$ cat src/rtl/rps_pkg.sv
// Shared encodings for the rock/paper/scissor computer-player engines:
// move codes, the state enum of the prediction FSM and the beat() helper.
package rps_pkg;

    localparam logic [1:0] ROCK    = 2'b00;
    localparam logic [1:0] SCISSOR = 2'b01;
    localparam logic [1:0] PAPER   = 2'b10;
    localparam logic [1:0] NONE    = 2'b11;

    typedef enum logic [2:0] {
        IDLE,
        UPDATE,
        SCAN0,
        SCAN1,
        SCAN2,
        DONE
    } state_t;

    // Returns the move that defeats the given move; NONE has no answer.
    function automatic logic [1:0] beat(input logic [1:0] mv);
        case (mv)
            ROCK:    beat = PAPER;
            SCISSOR: beat = ROCK;
            PAPER:   beat = SCISSOR;
            default: beat = NONE;
        endcase
    endfunction

endpackage

$ cat src/rtl/button_sync.sv
// Synchroniser for an active-low push button plus a one-cycle pulse on
// each press (1->0 transition of the synchronised level). The chain resets
// to the released level so leaving reset never looks like a press.
module button_sync #(
    parameter int STAGES = 2
)(
    input  logic CLOCK_50,
    input  logic reset,
    input  logic btn,
    output logic fall
);

    logic [STAGES-1:0] sync_q;
    logic              level_q;

    // Shift the raw button into the clock domain and remember the last level.
    always_ff @(posedge CLOCK_50 or negedge reset) begin
        if (!reset) begin
            sync_q  <= '1;
            level_q <= 1'b1;
        end else begin
            sync_q  <= (sync_q << 1) | STAGES'(btn);
            level_q <= sync_q[STAGES-1];
        end
    end

    assign fall = level_q & ~sync_q[STAGES-1];

endmodule

$ cat src/rtl/markov_predictor.sv
// Computer player that learns the user's move-to-move habits. A 3x3 table
// of saturating transition counts (previous move -> next move) is updated on
// every valid round press; the most frequent successor of the current move
// becomes the prediction and the engine answers with the move that beats it.
module markov_predictor
    import rps_pkg::*;
#(
    parameter int         CNT_W          = 8,
    parameter int         SYNC_STAGES    = 2,
    parameter logic [1:0] DEFAULT_CHOICE = 2'b10
)(
    input  logic       CLOCK_50,
    input  logic       reset,
    input  logic       start,
    input  logic [1:0] user,
    output logic [1:0] choice,
    output logic       ready,
    output logic [1:0] predicted
);

    localparam logic [CNT_W-1:0] CNT_MAX = '1;

    logic             press;
    logic [1:0]       user_sync_q [SYNC_STAGES];
    logic [1:0]       user_sync;
    logic             accept;
    state_t           state;
    state_t           state_next;
    logic [CNT_W-1:0] count [3][3];
    logic             prev_valid;
    logic [1:0]       prev_move;
    logic [1:0]       u_cap;
    logic [1:0]       best_idx;
    logic [CNT_W-1:0] best_val;

    button_sync #(
        .STAGES (SYNC_STAGES)
    ) u_start_sync (
        .CLOCK_50 (CLOCK_50),
        .reset    (reset),
        .btn      (start),
        .fall     (press)
    );

    // Plain synchroniser for the user switches, same depth as the button so
    // the captured move lines up with the press pulse.
    always_ff @(posedge CLOCK_50 or negedge reset) begin
        if (!reset) begin
            for (int i = 0; i < SYNC_STAGES; i++) user_sync_q[i] <= NONE;
        end else begin
            user_sync_q[0] <= user;
            for (int i = 1; i < SYNC_STAGES; i++) user_sync_q[i] <= user_sync_q[i-1];
        end
    end

    assign user_sync = user_sync_q[SYNC_STAGES-1];
    assign accept    = press && (state == IDLE) && (user_sync != NONE);

    // State register.
    always_ff @(posedge CLOCK_50 or negedge reset) begin
        if (!reset) state <= IDLE;
        else        state <= state_next;
    end

    // Next-state logic: one cycle per step once a valid press is accepted.
    always_comb begin
        state_next = state;
        case (state)
            IDLE:    if (accept) state_next = UPDATE;
            UPDATE:  state_next = SCAN0;
            SCAN0:   state_next = SCAN1;
            SCAN1:   state_next = SCAN2;
            SCAN2:   state_next = DONE;
            DONE:    state_next = IDLE;
            default: state_next = IDLE;
        endcase
    end

    // Table update, row scan and output registers driven by the current state.
    always_ff @(posedge CLOCK_50 or negedge reset) begin
        if (!reset) begin
            for (int i = 0; i < 3; i++)
                for (int j = 0; j < 3; j++)
                    count[i][j] <= '0;
            prev_valid <= 1'b0;
            prev_move  <= ROCK;
            u_cap      <= ROCK;
            best_idx   <= ROCK;
            best_val   <= '0;
            choice     <= DEFAULT_CHOICE;
            ready      <= 1'b1;
            predicted  <= NONE;
        end else begin
            case (state)
                IDLE: begin
                    if (accept) begin
                        u_cap <= user_sync;
                        ready <= 1'b0;
                    end
                end
                UPDATE: begin
                    if (prev_valid) begin
                        if (count[prev_move][u_cap] == CNT_MAX) begin
                            for (int j = 0; j < 3; j++)
                                count[prev_move][j] <= count[prev_move][j] >> 1;
                            count[prev_move][u_cap] <= (CNT_MAX >> 1) + 1'b1;
                        end else begin
                            count[prev_move][u_cap] <= count[prev_move][u_cap] + 1'b1;
                        end
                    end
                    prev_move  <= u_cap;
                    prev_valid <= 1'b1;
                end
                SCAN0: begin
                    best_idx <= ROCK;
                    best_val <= count[u_cap][0];
                end
                SCAN1: begin
                    if (count[u_cap][1] > best_val) begin
                        best_idx <= SCISSOR;
                        best_val <= count[u_cap][1];
                    end
                end
                SCAN2: begin
                    if (count[u_cap][2] > best_val) begin
                        best_idx <= PAPER;
                        best_val <= count[u_cap][2];
                    end
                end
                DONE: begin
                    if (best_val == '0) begin
                        predicted <= NONE;
                        choice    <= DEFAULT_CHOICE;
                    end else begin
                        predicted <= best_idx;
                        choice    <= beat(best_idx);
                    end
                    ready <= 1'b1;
                end
                default: ;
            endcase
        end
    end

endmodule
$ cat config.mk
export PLATFORM = sky130hd
export DESIGN_NAME = markov_predictor
export DESIGN_NICKNAME = d
export VERILOG_FILES = /design/src/rtl/rps_pkg.sv /design/src/rtl/button_sync.sv /design/src/rtl/markov_predictor.sv
export SDC_FILE = /design/constraint.sdc
export NUM_CORES = 1
export LEC_CHECK = 0
export ABC_AREA = 1
export CORE_UTILIZATION = 60
export DETAILED_ROUTE_END_ITERATION = 8
export HOLD_SLACK_MARGIN = 0.05
export PLACE_DENSITY = 0.77
export SETUP_SLACK_MARGIN = 0.5
export SLEW_MARGIN = 5
export SYNTH_ARGS = -nofsm -noshare
export SYNTH_HDL_FRONTEND = slang
export SYNTH_SLANG_ARGS = --single-unit
export TNS_END_PERCENT = 20
$ cat constraint.sdc
create_clock -name CLOCK_50 -period 7.55 [get_ports CLOCK_50]
set_input_delay 1.51 -clock CLOCK_50 [delete_from_list [all_inputs] [get_ports CLOCK_50]]
set_output_delay 1.51 -clock CLOCK_50 [all_outputs]
set_load 0.05 [all_outputs]
==> results by stage <==
Route:
- The number of vias after detailed routing is 6809.
- The first routing iteration left 882 violations.
- The average detailed-routed wire length per instance is 20.2 µm.
- The DRC violation count after routing is 0.
- Summed over all layers, the routed wires come to 21.6 mm.
- The mean number of vias per cell is 6.35.
- The number of nets with antenna violations after detailed routing is 0.
- The first detailed-routing pass ran for 7 iterations.

STA:
- The clock period minus final worst setup slack is 4350 ps.
- Setup violations remaining at the end of the flow were counted as 0.
- Setup repair after global routing left no endpoint under its margin.
- The hold violation count in the final report was 0.
- Across the routed clock network, the largest skew measured is 14.3 ps.
- The transition time at the pin with the least slew margin is 1220 ps.
- Headroom to the max-slew limit came out at 18.4%.
- Dividing the final minimum period by the clock period gives 57.5%.
- Setup total negative slack on the finished layout was measured at 0 ps.
- The max-slew violation count was 0.
- Derived from the worst setup path, the maximum achievable clock frequency is 0.230 GHz.

Worst setup path:
- At the worst endpoint, the arrival time is 4650 ps.
- Traced cell by cell, the critical path runs through nor2_4, inv_2, nor2_2, nand2_1, nand2_1, nor2_1, inv_1, ha_1, nand2_1, nor2_4, nand2_2, a21oi_1, nand2_1, nand2_1, nand2_1.
- The critical path launch point type is a flip-flop.
- Of all nets on the critical path, the largest fanout is 27.
- Counting stages on the worst path, the most repeated cell is nand2_1.
- At the worst endpoint, the required time is 7860 ps.
- The largest stage delay on the critical path is 740 ps.
- STA classifies the critical path endpoint as a flip-flop.
- The largest individual stage delay along the critical path comes from the cell a21oi_1.
- The type of the worst setup path is flip-flop to flip-flop.

Cells and area:
- For this run, the post-layout net count is 955.
- The commonest non-fill, non-tap cell in the layout is nand2_1.
- The repair_antennas step left the layout with diodes totalling 0.
- In the layout the commonest cells are 351 x nand2_1, 113 x nand3_1, 91 x dfrtp_1.
- In the final layout, the share of cells above drive strength 1 is 7.26%.
- Relative to the synthesized area, the layout overhead comes to 5.19%.

Power:
- For this design the ratio of total power to cell area is 400 nW/µm².
- The leakage power figure is 3.37 nW.
- The sum of internal, switching and leakage power is 2.75 mW.
- IR analysis of the VDD net gives a maximum drop of 0.425 mV.

CTS:
- The quantity of gates resized following cts is 0.
- The clock tree synthesis step divided the H-tree into 3 levels.
- CTS saw 102 sinks.
- The clock-pin slew reported for the worst setup and hold paths after clock tree synthesis is 100 ps.
- TritonCTS built the clock tree.
- The clock passes through at most 2 buffers.
- The post-CTS setup buffer count is 0.
- The tree is rooted in a clkbuf_8.
- At the later pin of the worst-skew pair, clock insertion delay measures 410 ps.
- The number of buffers added to fix hold violations after cts is 0.
- The TritonCTS buffer count is 9.

Placed design:
- Routability-driven placement finished with a final weighted congestion of 0.991.
- The count of buffers added on input and output ports is 9.
- The estimated wirelength of the detail-placed design is 15.5 mm.

Global routing:
- The via count of the first global-routing pass came to 6562.
- Summed over all layers, the global routing overflow is 0.
- For this run, the total global-route usage over all layers was measured as 40.4%.
- The first global-routing pass estimated 34.1 mm of wire.
- Entering global routing, the biggest net connects 71 pins.
- The number of antenna violations at the first check in global routing came to 0.

Synthesis:
- By area the synthesized netlist is led by dfrtp_1 35%, nand2_1 20%, nand3_1 8.7%.
- The netlist area before placement is 6530 µm².
- In the synthesized netlist, the number of instances is 938.
- The distinct cell type count after synthesis is 40.
- The Yosys step of the flow raised 0 warnings.
- The mean instance size in the synthesized netlist is 6.97 µm².
- The largest total area in the synthesized netlist belongs to dfrtp_1.
- Counting every net in the synthesized netlist gives 962.
- The post-synthesis register bit count is 102.
- In this run the biggest area consumer among cell types represents 34.9% of the synthesized area.
- Sequential elements use 39.3% of the synthesized area.

Die:
- The number of ports placed on the die boundary is 10.
- The placeable core region is 10500 µm².
- The area of the die is 11300 µm².
- The width of the chip is 106 µm.
- The initial core utilization is 62.4%.
- The number of rows created at floorplan is 37.
- Measured along the y axis, the die boundary spans 106 µm.

Job:
- Across the run, the number of max-cap violations was 0.

Outcome:
- The flow ran to the end, and the final reports show no timing, DRC or antenna violations.

Hold path:
- The worst hold path belongs to the class flip-flop to flip-flop.
==> per-layer routing <==
layer	share of wire, %	vias up	routed length [µm]	track usage, %
met5	0	-	0	0
met4	6.1	0	1330	24.6
met3	11	116	2400	9.93
met2	45	457	9690	63.1
met1	38	3159	8220	50.6
li1	-	3077	-	-
==> worst max-delay path: cells and delay by family (launching register included) <==
kind                       cells  cell delay (ps)
adders and majority gates      1              160
and+or+nand+nor               11             2300
AOI/OAI and AO/OA              1              740
buffers and inverters          2              350
DFF                            1              690
==> metrics by stage <==
step / cell area, µm² / util, % / worst slack, ps / hold slack [ps] / cells
6_report: 6870 / 65.7 / 3200 / 361 / 1072
5_1_grt: 6870 / 65.7 / 2890 / 366 / 1072
4_1_cts: 6870 / 65.7 / 3360 / 363 / 1072
3_5_place_dp: 6650 / 63.6 / 3380 / 349 / 1056
3_3_place_gp: 6650 / 63.6 / 3570 / 345 / 1056
2_1_floorplan: 6530 / - / 4710 / 345 / 938
==> final timing paths <==
check	slack, ps	depth (start not counted)	from	to
worst max-delay path	3200	15	prev_move[0]	count[36]
worst min-delay path	360	0	user_sync_q[2]	user_sync[0]
worst max register to register	3200	15	prev_move[0]	count[36]
worst min register to register	360	0	user_sync_q[2]	user_sync[0]
max in group asynchronous	5270	2	reset	asynchronous set/reset pin
min in group asynchronous	1030	1	reset	choice[0]
==> cells in the mapped netlist, drive strengths merged <==
| cell | number |
|---|---|
| nor2 | 69 |
| nand2 | 355 |
| o21ai | 83 |
| nand3 | 117 |
| o32ai | 1 |
| nor3 | 5 |
| a221oi | 1 |
| a21oi | 27 |
| nand4 | 2 |
| inv | 73 |
| a31oi | 13 |
| buf | 26 |
| clkinv | 2 |
| o211ai | 9 |
| a22oi | 15 |
| or2 | 1 |
| ha | 19 |
| xnor2 | 1 |
| dfstp | 11 |
| clkbuf | 7 |
| o221ai | 1 |
| nand3b | 1 |
| dfrtp | 91 |
| nor4 | 1 |
| o22ai | 7 |
==> cell type report <==
| class | count | area, µm² |
|---|---|---|
| Sequential cell | 102 | 2570 |
| Inverter | 75 | 284 |
| Tap cell | 136 | 170 |
| Clock buffer | 9 | 124 |
| Timing Repair Buffer | 15 | 133 |
| Fill cell | 948 | 3590 |
| Multi-Input combinational cell | 728 | 3500 |
| Clock inverter | 7 | 96.3 |
==> registers in the layout (all words and copies together), names as in the netlist, named ones only <==
register	cells
prev_move	2
user_sync	2
u_start_sync.level_q	1
count	63
choice	2
u_start_sync.sync_q	2
state	3
prev_valid	1
user_sync_q	2
predicted	2
best_idx	2
ready	1
u_cap	2
best_val	8
==> power by group <==
| part | internal (mW) | switching [mW] |
|---|---|---|
| Combinational | 0.394 | 1.07 |
| Clock | 0.188 | 0.211 |
| Sequential | 0.702 | 0.185 |
==> logic make-up (layout without fill, tap and decap cells) <==
kind of cell | Yosys count | in the layout | synth area share, %
AO/OA/AOI/OAI | 157 | 157 | 14.1
XOR/XNOR | 1 | 1 | 0.134
adder cells (fa/ha/maj) | 19 | 19 | 3.64
buffers and inverters | 108 | 106 | 7.24
flip-flops | 102 | 102 | 39.3
AND/OR/NAND/NOR | 551 | 551 | 35.6
Note: power is estimated with default switching activity, not from simulation.
